**src/rtl/fir_sample_sequencer.sv**
```systemverilog
// fir_sample_sequencer: initiator-side driver for the 16-tap FIR engine.
// Samples from an upstream valid/ready stream are queued in a small FIFO and
// issued to the FIR one at a time with a single-cycle fir_input_ready strobe.
// The result is captured the cycle after fir_output_ready and is presented on a
// downstream valid/ready stream. A saturating watchdog flags a FIR that never
// answers and drops the stuck sample.
//
// Ports:
//   ck, rst_n          clock (rising edge), asynchronous active-low reset
//   s_data/s_valid     upstream sample stream; s_ready = FIFO not full
//   fir_in             registered sample to FIR, stable until the next pop
//   fir_input_ready    one-cycle issue strobe to FIR
//   fir_out            FIR result, valid in the cycle after fir_output_ready
//   fir_output_ready   FIR done strobe (ignored outside WAIT)
//   m_data/m_valid     registered filtered sample, held until m_ready
//   m_ready            downstream accept
//   err_clr            clears timeout_err (a coincident timeout wins)
//   timeout_err        sticky watchdog flag
module fir_sample_sequencer #(
  parameter int unsigned SIZE    = 16,
  parameter int unsigned DEPTH   = 4,
  parameter int unsigned TIMEOUT = 64
) (
  input  logic            ck,
  input  logic            rst_n,
  input  logic [SIZE-1:0] s_data,
  input  logic            s_valid,
  output logic            s_ready,
  output logic [SIZE-1:0] fir_in,
  output logic            fir_input_ready,
  input  logic [SIZE-1:0] fir_out,
  input  logic            fir_output_ready,
  output logic [SIZE-1:0] m_data,
  output logic            m_valid,
  input  logic            m_ready,
  input  logic            err_clr,
  output logic            timeout_err
);

  localparam int unsigned PtrW = (DEPTH > 1) ? $clog2(DEPTH) : 1;
  localparam int unsigned CntW = $clog2(DEPTH + 1);
  localparam int unsigned WdW  = $clog2(TIMEOUT + 1);

  typedef enum logic [1:0] {StIdle, StIssue, StWait, StCapture} state_e;

  state_e state_q, state_d;

  logic [SIZE-1:0] mem_q [DEPTH];
  logic [PtrW-1:0] wr_ptr_q, rd_ptr_q;
  logic [CntW-1:0] count_q, count_d;
  logic [SIZE-1:0] fir_in_q, m_data_q;
  logic            m_valid_q, m_valid_d;
  logic            err_q, err_d;
  logic [WdW-1:0]  wd_q, wd_d;

  logic full, empty, push, pop, slot_free, wd_expire, timeout_hit;

  assign full      = (count_q == CntW'(DEPTH));
  assign empty     = (count_q == '0);
  assign push      = s_valid && !full;
  // The output slot is free if empty now or being drained on this edge, so a
  // capture can never overwrite an unconsumed result.
  assign slot_free = !m_valid_q || m_ready;
  assign pop       = (state_q == StIdle) && !empty && slot_free;
  // The counter reaches TIMEOUT on this edge.
  assign wd_expire = (wd_q >= WdW'(TIMEOUT - 1));
  assign timeout_hit = (state_q == StWait) && !fir_output_ready && wd_expire;

  // State register
  always_ff @(posedge ck or negedge rst_n) begin
    if (!rst_n) begin
      state_q <= StIdle;
    end else begin
      state_q <= state_d;
    end
  end

  // Next-state logic
  always_comb begin
    state_d = state_q;
    unique case (state_q)
      StIdle:    if (pop) state_d = StIssue;
      StIssue:   state_d = StWait;
      StWait: begin
        if (fir_output_ready) begin
          state_d = StCapture;
        end else if (wd_expire) begin
          state_d = StIdle;
        end
      end
      StCapture: state_d = StIdle;
      default:   state_d = StIdle;
    endcase
  end

  // FSM outputs
  always_comb begin
    fir_input_ready = (state_q == StIssue);
  end

  // Datapath next-state
  always_comb begin
    count_d = count_q;
    if (push && !pop) begin
      count_d = count_q + CntW'(1);
    end else if (pop && !push) begin
      count_d = count_q - CntW'(1);
    end

    wd_d = wd_q;
    if (state_q == StIssue) begin
      wd_d = '0;
    end else if (state_q == StWait && wd_q != {WdW{1'b1}}) begin
      wd_d = wd_q + WdW'(1);
    end

    m_valid_d = m_valid_q;
    if (state_q == StCapture) begin
      m_valid_d = 1'b1;
    end else if (m_ready) begin
      m_valid_d = 1'b0;
    end

    err_d = err_q;
    if (timeout_hit) begin
      err_d = 1'b1;
    end else if (err_clr) begin
      err_d = 1'b0;
    end
  end

  always_ff @(posedge ck or negedge rst_n) begin
    if (!rst_n) begin
      wr_ptr_q  <= '0;
      rd_ptr_q  <= '0;
      count_q   <= '0;
      fir_in_q  <= '0;
      m_data_q  <= '0;
      m_valid_q <= 1'b0;
      err_q     <= 1'b0;
      wd_q      <= '0;
    end else begin
      count_q   <= count_d;
      m_valid_q <= m_valid_d;
      err_q     <= err_d;
      wd_q      <= wd_d;
      if (push) wr_ptr_q <= wr_ptr_q + PtrW'(1);
      if (pop) begin
        rd_ptr_q <= rd_ptr_q + PtrW'(1);
        fir_in_q <= mem_q[rd_ptr_q];
      end
      if (state_q == StCapture) m_data_q <= fir_out;
    end
  end

  // FIFO storage needs no reset; occupancy is tracked by count_q.
  always_ff @(posedge ck) begin
    if (push) mem_q[wr_ptr_q] <= s_data;
  end

  assign s_ready     = !full;
  assign fir_in      = fir_in_q;
  assign m_data      = m_data_q;
  assign m_valid     = m_valid_q;
  assign timeout_err = err_q;

endmodule

```
**config.mk**
```make
export PLATFORM = sky130hd
export DESIGN_NAME = fir_sample_sequencer
export DESIGN_NICKNAME = d
export VERILOG_FILES = /design/src/rtl/fir_sample_sequencer.sv
export SDC_FILE = /design/constraint.sdc
export NUM_CORES = 1
export LEC_CHECK = 0
export ABC_AREA = 1
export CAP_MARGIN = 20
export CORE_MARGIN = 2
export CORE_UTILIZATION = 48
export CTS_CLUSTER_DIAMETER = 200
export DETAILED_ROUTE_END_ITERATION = 8
export GPL_TIMING_DRIVEN = 0
export PLACE_DENSITY_LB_ADDON = 0.15
export RECOVER_POWER = 25
export REMOVE_ABC_BUFFERS = 1
export SYNTH_ARGS = -nofsm -noshare
export SYNTH_HDL_FRONTEND = slang
export SYNTH_SLANG_ARGS = --single-unit
```
**constraint.sdc**
```tcl
create_clock -name ck -period 1.9 [get_ports ck]
set_input_delay 0.57 -clock ck [delete_from_list [all_inputs] [get_ports ck]]
set_output_delay 0.57 -clock ck [all_outputs]
set_load 0.01 [all_outputs]
```
==> metrics.yaml <==
cts_buffers: 17
fin_setup_tns_ns: 0
remaining_drc_errors: 0
worstPathRequired_ns: 2.28
diodes: 0
start_util: 0.493
holdWs_ns: 0.311
nFillCells: 713
chipWidth_um: 101
busiest_layer: "met2"
yosys-top-cells-area: "edfxtp_1 42%, dfrtp_1 27%, o21ai_0 5.7%"
syn_to_final_growth_pct: 34.5
setup_viol: 0
fin_crit_ns: 1.89
gp_congestion: 0.757
path_max_fanout: 6
cts-root-buf: "clkbuf_8"
hold_viol: 0
path_class: "primary input to flop"
grt_usage: 0.202
p_per_area_nw_per_um2: 1710
ys.flop_type: "edfxtp_1"
clkLatencyLatePin_ns: 0.51
grt_pass1_vias: 3059
drtIter0Drc: 120
synth_edf_count: 64
crit_family: "buffers and inverters"
ys_types: 23
synth_top_area_frac: 0.422
floorplan.rows: 35
wl_per_cell_um: 15.6
grt.overflow.total: 0
path_cells: "clkdlybuf4s50_1 > nand2_4 > inv_2 > ha_1 > inv_1 > fa_1 > a21oi_1 > o21ai_1 > xor2_1"
viasPerCell: 4.98
grt_pass1_wl_mm: 15.3
cts_tree: "done"
status: "finished clean"
crit_arrival_ns: 2.27
num_vias: 3097
die_y_um: 101
tightest_slew_ns: 1.24
cap_violations: 0
drv_slew: 0
final_common_cell: "nand2_1"
antenna_left: 0
ys_seq_elements: 114
max_slew_margin: 0.171
clock_sinks: 114
drive_above_1_share: 0.172
cp.buffers_inverters: 3
finClkSkew_ns: 0.0106
drtPass1Iterations: 4
max_stage_delay_ns: 0.50
io_pins: 74
coreArea_um2: 9240
yosys.area.top_type: "edfxtp_1"
h-tree-depth: 4
hp-class: "primary input to asynchronous set/reset pin"
syn_area_um2: 4560
fin_crit_sh: 0.994
yosys_warnings: 0
grt_use_met1: 0.243
num-nets-final: 525
endpoint_kind: "flop"
grtUsageMet2: 0.335
cp_slowest_cell: "clkdlybuf4s50_1"
antenna_found_initial: 0
dp_hpwl_mm: 5.55
clk_pin_slew_ns: 0.06
synthCells: 390
irDropWorstVdd_v: 0.00112
synth_area_per_cell_um2: 11.7
leakage_nw: 2.56
routed_wl_mm: 9.73
yosysSeqAreaShare: 0.697
final_cell_mix: "66 x nand2_1, 64 x edfxtp_1, 56 x nor2_1"
die_area_um2: 10300
async_flop_share: 0.439
cts.hold.buffers_added: 0
fmax_mhz: 530
grt_util_met3: 0.0704
cp-start-kind: "primary input"
clockBufferDepth: 2
port_buffers: 73
grt_max_degree: 35
[power breakdown]
| part | switching [W] | internal, W | leakage, nW |
|---|---|---|---|
| Combinational | 0.00199 | 0.00139 | 1.07 |
| Sequential | 0.000436 | 0.00343 | 1.20 |
| Clock | 0.00121 | 0.00204 | 0.290 |
[synthesized netlist by cell type (3+ instances only)]
| cell | number |
|---|---|
| nand2_1 | 68 |
| edfxtp_1 | 64 |
| inv_1 | 22 |
| buf_2 | 11 |
| o21ai_0 | 52 |
| o21ai_1 | 4 |
| nor2_1 | 62 |
| xor2_1 | 5 |
| ha_1 | 6 |
| a21oi_1 | 3 |
| inv_2 | 3 |
| mux2_2 | 16 |
| nand3_1 | 15 |
| dfrtp_1 | 50 |
[timing repair]
item / CTS / global route
resized for setup: 50 / 12
pin swaps: 2 / 0
setup endpoints to repair: 57 / 18
setup buffers: 5 / 1
gates cloned: 1 / 0
[worst paths after layout]
check	start	to	slack, ns	cells past startpoint
max in group asynchronous	rst_n	rd_ptr_q[0]$_DFFE_PN0P_	0.79	2
worst min register to register	fir_in[3]$_DFFE_PN0P_	fir_in[3]$_DFFE_PN0P_	0.47	2
min in group ck	fir_in[3]$_DFFE_PN0P_	fir_in[3]$_DFFE_PN0P_	0.47	2
worst min-delay path	rst_n	fir_in[11]$_DFFE_PN0P_	0.31	1
worst max-delay path	s_valid	count_q[2]$_DFFE_PN0P_	0.01	9
worst max register to register	count_q[2]$_DFFE_PN0P_	count_q[2]$_DFFE_PN0P_	0.06	9
[cell type report]
| class | instances | area (um2) | area share |
|---|---|---|---|
| clock buffers | 17 | 414 | 0.0676 |
| multi-input cells | 238 | 1280 | 0.209 |
| repair buffers | 84 | 797 | 0.130 |
| flip-flops and latches | 114 | 3180 | 0.519 |
| clock inverters | 15 | 196 | 0.0321 |
| well taps | 129 | 161 | 0.0263 |
| inverters | 25 | 97.6 | 0.0159 |
[routing by layer]
metal	wire length [um]	vias up
met5	0	-
met4	93	0
met3	633	8
met2	5020	104
met1	3980	1481
li1	-	1504
[flip-flops by register name, indices dropped and copies added, names as in the netlist, 2 cells and up]
register  cells
state_q       2
m_data       16
rd_ptr_q      2
fir_in       16
mem_q        64
wd_q          7
count_q       3
wr_ptr_q      2
[metrics by stage]
step | std cells | setup slack, ns | area [um2] | total power [W] | util
floorplan | 376 | -0.353 | 4480 | 0.00571 | -
global route | 622 | -0.0627 | 6130 | 0.0112 | 0.663
CTS | 621 | 0.00187 | 6090 | 0.0105 | 0.659
detailed placement | 583 | -1.33 | 5460 | 0.00728 | 0.591
finish | 622 | 0.0122 | 6130 | 0.0105 | 0.663
global placement | 578 | -1.36 | 5370 | 0.00707 | 0.581
[cells by family after synthesis]
kind of cell / Yosys count / synth area share
buffers and inverters: 39 / 0.0371
adder cells (fa/ha/maj): 7 / 0.0209
multiplexers: 16 / 0.0395
XOR/XNOR: 6 / 0.0115
flip-flops: 114 / 0.697
AO/OA/AOI/OAI: 60 / 0.0667
AND/OR/NAND/NOR: 148 / 0.128
Power figures use the tool's default switching activity.
